--- src/rtl/dmem_req_pkg.sv ---
// Shared definitions for the data-side request controller.
package dmem_req_pkg;

    typedef enum logic [1:0] {
        ST_IDLE = 2'b00,
        ST_BUSY = 2'b01,
        ST_RESP = 2'b10
    } state_t;

    localparam int DEF_TIMEOUT = 255;
    localparam int DEF_CNT_W   = 16;

    // A request is illegal if it asks for both load and store, or is not halfword aligned.
    function automatic logic req_illegal(input logic rd, input logic wr, input logic addr_lsb);
        return (rd & wr) | addr_lsb;
    endfunction

endpackage

--- src/rtl/dmem_req_ctrl_sat_cnt.sv ---
// Saturating up-counter with synchronous clear (clear wins over increment).
module sat_cnt
    import dmem_req_pkg::*;
#(
    parameter int W = DEF_CNT_W
) (
    input  logic         clk,
    input  logic         rst,
    input  logic         i_inc,
    input  logic         i_clr,
    output logic [W-1:0] o_cnt
);

    logic [W-1:0] r_cnt;

    // Count up on i_inc, stick at all-ones, clear on i_clr.
    always_ff @(posedge clk or posedge rst) begin
        if (rst) begin
            r_cnt <= '0;
        end else if (i_clr) begin
            r_cnt <= '0;
        end else if (i_inc && (r_cnt != {W{1'b1}})) begin
            r_cnt <= r_cnt + W'(1);
        end else begin
            r_cnt <= r_cnt;
        end
    end

    assign o_cnt = r_cnt;

endmodule

--- src/rtl/dmem_req_ctrl.sv ---
// Request controller between the MEM pipeline stage and mem_system.
// Screens illegal requests, holds the memory interface stable until Done,
// returns a one-cycle response, aborts on watchdog expiry and keeps stats.
module dmem_req_ctrl
    import dmem_req_pkg::*;
#(
    parameter int TIMEOUT = DEF_TIMEOUT,
    parameter int CNT_W   = DEF_CNT_W
) (
    input  logic             clk,
    input  logic             rst,
    input  logic             req_rd,
    input  logic             req_wr,
    input  logic [15:0]      req_addr,
    input  logic [15:0]      req_wdata,
    output logic             pipe_stall,
    output logic             resp_valid,
    output logic [15:0]      resp_rdata,
    output logic             resp_err,
    output logic [15:0]      mem_addr,
    output logic [15:0]      mem_wdata,
    output logic             mem_rd,
    output logic             mem_wr,
    input  logic [15:0]      mem_rdata,
    input  logic             mem_done,
    input  logic             mem_stall,
    input  logic             mem_hit,
    input  logic             mem_err,
    input  logic             stat_clr,
    output logic [CNT_W-1:0] hit_cnt,
    output logic [CNT_W-1:0] miss_cnt,
    output logic             timeout_flag
);

    localparam logic [15:0] TIMER_LAST = 16'(TIMEOUT - 1);

    state_t      r_state;
    logic [15:0] r_mem_addr;
    logic [15:0] r_mem_wdata;
    logic        r_mem_rd;
    logic        r_mem_wr;
    logic        r_resp_valid;
    logic [15:0] r_resp_rdata;
    logic        r_resp_err;
    logic [15:0] r_timer;
    logic        r_timeout_flag;

    state_t      w_state_nxt;
    logic [15:0] w_mem_addr_nxt;
    logic [15:0] w_mem_wdata_nxt;
    logic        w_mem_rd_nxt;
    logic        w_mem_wr_nxt;
    logic        w_resp_valid_nxt;
    logic [15:0] w_resp_rdata_nxt;
    logic        w_resp_err_nxt;
    logic [15:0] w_timer_nxt;
    logic        w_hit_inc;
    logic        w_miss_inc;
    logic        w_timeout_set;
    logic        w_stall;

    // Done is authoritative for sequencing; Stall is informational only.
    logic        w_unused_mem_stall;
    assign w_unused_mem_stall = mem_stall;

    // State register and all registered interface outputs.
    always_ff @(posedge clk or posedge rst) begin
        if (rst) begin
            r_state      <= ST_IDLE;
            r_mem_addr   <= 16'h0000;
            r_mem_wdata  <= 16'h0000;
            r_mem_rd     <= 1'b0;
            r_mem_wr     <= 1'b0;
            r_resp_valid <= 1'b0;
            r_resp_rdata <= 16'h0000;
            r_resp_err   <= 1'b0;
            r_timer      <= 16'h0000;
        end else begin
            r_state      <= w_state_nxt;
            r_mem_addr   <= w_mem_addr_nxt;
            r_mem_wdata  <= w_mem_wdata_nxt;
            r_mem_rd     <= w_mem_rd_nxt;
            r_mem_wr     <= w_mem_wr_nxt;
            r_resp_valid <= w_resp_valid_nxt;
            r_resp_rdata <= w_resp_rdata_nxt;
            r_resp_err   <= w_resp_err_nxt;
            r_timer      <= w_timer_nxt;
        end
    end

    // Next-state, next-output and statistic-event decode.
    always_comb begin
        w_state_nxt      = r_state;
        w_mem_addr_nxt   = r_mem_addr;
        w_mem_wdata_nxt  = r_mem_wdata;
        w_mem_rd_nxt     = r_mem_rd;
        w_mem_wr_nxt     = r_mem_wr;
        w_resp_valid_nxt = 1'b0;
        w_resp_rdata_nxt = r_resp_rdata;
        w_resp_err_nxt   = r_resp_err;
        w_timer_nxt      = r_timer;
        w_hit_inc        = 1'b0;
        w_miss_inc       = 1'b0;
        w_timeout_set    = 1'b0;
        w_stall          = 1'b0;
        case (r_state)
            ST_IDLE: begin
                if (req_rd || req_wr) begin
                    w_stall = 1'b1;
                    if (req_illegal(req_rd, req_wr, req_addr[0])) begin
                        w_state_nxt      = ST_RESP;
                        w_resp_valid_nxt = 1'b1;
                        w_resp_rdata_nxt = 16'h0000;
                        w_resp_err_nxt   = 1'b1;
                    end else begin
                        w_state_nxt     = ST_BUSY;
                        w_mem_addr_nxt  = req_addr;
                        w_mem_wdata_nxt = req_wdata;
                        w_mem_rd_nxt    = req_rd;
                        w_mem_wr_nxt    = req_wr;
                        w_timer_nxt     = 16'h0000;
                    end
                end else begin
                    w_stall = 1'b0;
                end
            end
            ST_BUSY: begin
                w_stall = 1'b1;
                if (mem_done) begin
                    w_state_nxt      = ST_RESP;
                    w_mem_rd_nxt     = 1'b0;
                    w_mem_wr_nxt     = 1'b0;
                    w_resp_valid_nxt = 1'b1;
                    w_resp_rdata_nxt = r_mem_rd ? mem_rdata : 16'h0000;
                    w_resp_err_nxt   = mem_err;
                    if (!mem_err) begin
                        w_hit_inc  = mem_hit;
                        w_miss_inc = ~mem_hit;
                    end else begin
                        w_hit_inc  = 1'b0;
                        w_miss_inc = 1'b0;
                    end
                end else if (mem_err || (r_timer == TIMER_LAST)) begin
                    // Error without Done, or watchdog expiry: abort the access.
                    w_state_nxt      = ST_RESP;
                    w_mem_rd_nxt     = 1'b0;
                    w_mem_wr_nxt     = 1'b0;
                    w_resp_valid_nxt = 1'b1;
                    w_resp_rdata_nxt = 16'h0000;
                    w_resp_err_nxt   = 1'b1;
                    w_timeout_set    = ~mem_err;
                end else begin
                    w_timer_nxt = r_timer + 16'd1;
                end
            end
            ST_RESP: begin
                w_state_nxt = ST_IDLE;
            end
            default: begin
                w_state_nxt  = ST_IDLE;
                w_mem_rd_nxt = 1'b0;
                w_mem_wr_nxt = 1'b0;
            end
        endcase
    end

    // Sticky watchdog indicator; clear has priority over a new abort.
    always_ff @(posedge clk or posedge rst) begin
        if (rst) begin
            r_timeout_flag <= 1'b0;
        end else if (stat_clr) begin
            r_timeout_flag <= 1'b0;
        end else if (w_timeout_set) begin
            r_timeout_flag <= 1'b1;
        end else begin
            r_timeout_flag <= r_timeout_flag;
        end
    end

    sat_cnt #(.W(CNT_W)) u_hit_cnt (
        .clk   (clk),
        .rst   (rst),
        .i_inc (w_hit_inc),
        .i_clr (stat_clr),
        .o_cnt (hit_cnt)
    );

    sat_cnt #(.W(CNT_W)) u_miss_cnt (
        .clk   (clk),
        .rst   (rst),
        .i_inc (w_miss_inc),
        .i_clr (stat_clr),
        .o_cnt (miss_cnt)
    );

    // Stall drops as soon as reset is applied, not at the next edge.
    assign pipe_stall   = w_stall & ~rst;
    assign resp_valid   = r_resp_valid;
    assign resp_rdata   = r_resp_rdata;
    assign resp_err     = r_resp_err;
    assign mem_addr     = r_mem_addr;
    assign mem_wdata    = r_mem_wdata;
    assign mem_rd       = r_mem_rd;
    assign mem_wr       = r_mem_wr;
    assign timeout_flag = r_timeout_flag;

endmodule
--- config.mk ---
export PLATFORM = sky130hd
export DESIGN_NAME = dmem_req_ctrl
export DESIGN_NICKNAME = d
export VERILOG_FILES = /design/src/rtl/dmem_req_pkg.sv /design/src/rtl/dmem_req_ctrl_sat_cnt.sv /design/src/rtl/dmem_req_ctrl.sv
export SDC_FILE = /design/constraint.sdc
export NUM_CORES = 1
export LEC_CHECK = 0
export BUFFER_PORTS_ARGS = -buffer_cell sky130_fd_sc_hd__buf_2
export CAP_MARGIN = 40
export CORE_MARGIN = 3
export CORE_UTILIZATION = 43
export CTS_CLUSTER_DIAMETER = 80
export CTS_CLUSTER_SIZE = 28
export DETAILED_ROUTE_END_ITERATION = 8
export GPL_TIMING_DRIVEN = 0
export PLACE_DENSITY = 0.79
export SETUP_SLACK_MARGIN = 0.02
export SLEW_MARGIN = 20
export SYNTH_ARGS = -nofsm -noshare
export SYNTH_HDL_FRONTEND = slang
export SYNTH_SLANG_ARGS = --single-unit
--- constraint.sdc ---
create_clock -name clk -period 6.2 [get_ports clk]
set_input_delay 1.24 -clock clk [delete_from_list [all_inputs] [get_ports clk]]
set_output_delay 1.24 -clock clk [all_outputs]
set_load 0.005 [all_outputs]
==> impl_metrics.py <==
metrics = {
    "global_routing": {
        "grt_pass1_wl_microns": 18500,
        "grt_overflow_total": 0,
        "grt_pass1_vias": 3861,
        "antenna_found_initial": 0,
        "grt_use_total_pct": 18.0,
        "grt_max_degree": 59,
    },
    "yosys": {
        "syn_nets": 484,
        "synth_flop_cell": "dfrtp_1",
        "synthCells": 423,
        "synth_top_area_share_pct": 55.0,
        "netlist-cell-type-count": 42,
        "yosysMostFrequentCell": "dfrtp_1",
        "synth.area.top_cells": "dfrtp_1 55%, mux2_2 7.9%, nor2_1 3.3%",
        "yosys-top-cells-count": "103 x dfrtp_1, 41 x nor2_1, 33 x mux2_2, 24 x nand2_1",
        "synthesis.yosys.warnings": 0,
        "async_reset_ff_share_pct": 100,
        "synth_edf_count": 0,
        "syn_area_per_cell_sq_um": 11.1,
        "seq_area_frac_synth_pct": 55.0,
        "synthesis.area_sq_um": 4690,
        "yosysTopAreaCell": "dfrtp_1",
        "ys_seq_elements": 103,
    },
    "clocking": {
        "cts_hold_buf": 0,
        "numClockSinks": 103,
        "htree_levels": 3,
        "post_cts_resized": 0,
        "tritoncts": "yes",
        "post-cts-setup-buffers": 0,
        "path_clk_slew_ps": 100,
        "root_buffer": "clkbuf_8",
        "clock_latency_ps": 360,
        "cts_made_buffers": 9,
        "clockBufferDepth": 2,
    },
    "sta": {
        "setup_tns_ps": 0,
        "hold_viol": 0,
        "fin_crit_sh_pct": 48.8,
        "timing.fmax_ghz": 0.330,
        "maxSlewViolCount": 0,
        "setup_viol": 0,
        "fin_crit_ps": 3030,
        "worst_pin_slew_ps": 888,
        "max-slew-margin-rel_pct": 40.0,
        "rsz0062_at_grt": "no",
        "holdWs_ps": 506,
        "clock_skew_ps": 19.8,
    },
    "final_layout": {
        "area_delta_synth_final_pct": 24.8,
        "drive_above_1_share_pct": 34.1,
        "fin_nets": 639,
        "final_cells": 719,
        "n_antenna_cell": 0,
        "fill_cells": 930,
    },
    "status": {
        "status": "completed",
    },
    "route": {
        "num_vias": 3859,
        "dr.first_iter.drc_count": 255,
        "ant_nets": 0,
        "drcViolationCount": 0,
        "wl_per_cell_microns": 15.5,
        "firstDrtPassIters": 4,
        "viasPerCell": 5.37,
        "totalWireLength_microns": 11200,
    },
    "placed_design": {
        "routabilityCongestion": 0.913,
        "port_buffers": 140,
        "hpwlAfterDp_microns": 8140,
        "dp_cells": 702,
    },
    "setup_path": {
        "path_buf_inv": 5,
        "slowest_stage": "or4_1",
        "critPathLaunchType": "flop",
        "crit_chain": "inv_1 -> ha_1 -> or4b_1 -> or4_1 -> buf_2 -> and2_1 -> buf_6 -> or3_1 -> buf_6 -> buf_6 -> a22o_1",
        "crit_family": "simple AND/OR/NAND/NOR gates",
        "crit_fanout": 10,
        "criticalPathCategory": "reg -> reg",
        "slowest_delay_ps": 510,
        "cp.required_ps": 6450,
        "crit_top_cell": "buf_6",
        "crit_path_end_kind": "flop",
        "cp_data_arrival_time_ps": 3280,
    },
    "die": {
        "coreArea_sq_um": 10500,
        "io_pins": 143,
        "rows": 37,
        "die_h_microns": 110,
        "die_area_sq_um": 12200,
        "initial_core_util_pct": 44.8,
        "die-width_microns": 110,
    },
    "worst_hold_path": {
        "min_path_type": "reg -> reg",
    },
    "job": {
        "cap_violations": 0,
    },
    "pwr": {
        "p_leak_nw": 2.79,
        "vdd_drop_max_v": 0.000191,
        "p_total_mw": 1.63,
        "power_density_nw_per_um2": 278,
    },
}
per-stage QoR:
| stage | worst slack [ps] | instance area, sq um | util [%] |
|---|---|---|---|
| 2_1_floorplan | 2260 | 4690 | - |
| 3_3_place_gp | 1140 | 5560 | 53.1 |
| 3_5_place_dp | 3020 | 5610 | 53.6 |
| 4_1_cts | 3160 | 5850 | 55.9 |
| 5_1_grt | 3020 | 5850 | 55.9 |
| 6_report | 3170 | 5850 | 55.9 |
worst paths after layout:
check                              start  slack, ps             end  cells after the start
max in group asynchronous            rst       4670    mem_addr[11]                      3
setup reg to reg              r_timer[0]       3170   resp_rdata[1]                     11
hold reg to reg            resp_rdata[2]        510   resp_rdata[2]                      1
hold / removal             resp_rdata[2]        510   resp_rdata[2]                      1
setup / recovery              r_timer[0]       3170   resp_rdata[1]                     11
min in group asynchronous            rst        900  resp_rdata[14]                      2
power breakdown:
part / total, mW / leakage, nW / switching (mW) / internal [mW]
clock network: 0.488 / 0.121 / 0.235 / 0.253
registers: 0.823 / 1.36 / 0.0518 / 0.771
logic: 0.315 / 1.31 / 0.144 / 0.171
cell families (layout without fill, tap and decap cells):
| family | after synthesis | in the layout | share of synthesized area (%) |
|---|---|---|---|
| AOI/OAI and AO/OA | 72 | 72 | 10.5 |
| xor gates and xnor gates | 25 | 25 | 4.67 |
| adders and majority gates | 5 | 5 | 1.28 |
| buffers and inverters | 29 | 189 | 2.83 |
| DFF | 103 | 103 | 55.0 |
| muxes | 35 | 35 | 8.35 |
| and+or+nand+nor | 154 | 154 | 17.4 |
layout make-up:
type	instances	area (sq um)	share of cell area, %
flip-flops and latches	103	2580	44.1
multi-input cells	291	1990	33.9
repair buffers	144	742	12.7
well taps	136	170	2.91
clock buffers	11	151	2.59
plain buffers	21	103	1.75
clock inverters	5	86.3	1.48
inverters	8	35.0	0.599
flip-flops by register name, indices dropped and copies added (netlist names), 2 cells and up:
| register | cells |
|---|---|
| r_state | 2 |
| mem_wdata | 16 |
| resp_rdata | 16 |
| r_timer | 16 |
| mem_addr | 16 |
| u_miss_cnt.o_cnt | 16 |
| u_hit_cnt.o_cnt | 16 |
metal layers:
metal / up-vias / GRT usage, % / share of wire (%) / routed length, microns
met5: - / 0 / 0 / 0
met2: 116 / 30.1 / 49 / 5460
met3: 12 / 3.78 / 4.8 / 531
met4: 0 / 6.32 / 1.4 / 161
met1: 1882 / 23.3 / 45 / 5020
li1: 1849 / - / - / -
cells in the final DEF, fill, tap and decap left out, types with 2 or more instances in the layout:
cell type and instances:
o31ai_1 4, o21ai_0 18, buf_2 142, nand3_1 18, a211oi_1 12, a311oi_1 2, nor2b_1 7, nor2_1 41
inv_1 7, dfrtp_1 103, nand4bb_1 2, and2_1 5, nand4_1 15, a22o_1 16, ha_1 4, buf_6 3
clkbuf_1 13, or4_1 2, nand2_1 24, or3_1 5, and3_1 6, a31oi_1 4, mux2_2 33, buf_1 5
nor4b_1 2, bufinv_16 2, clkbuf_8 11, nor3_1 9, mux2i_1 2, nor3b_1 2, nor4_1 3, and4_1 7
xor2_1 13, a21oi_1 11, xnor2_1 12, inv_6 3, a41oi_1 3
(Power assumes the default switching activity.)
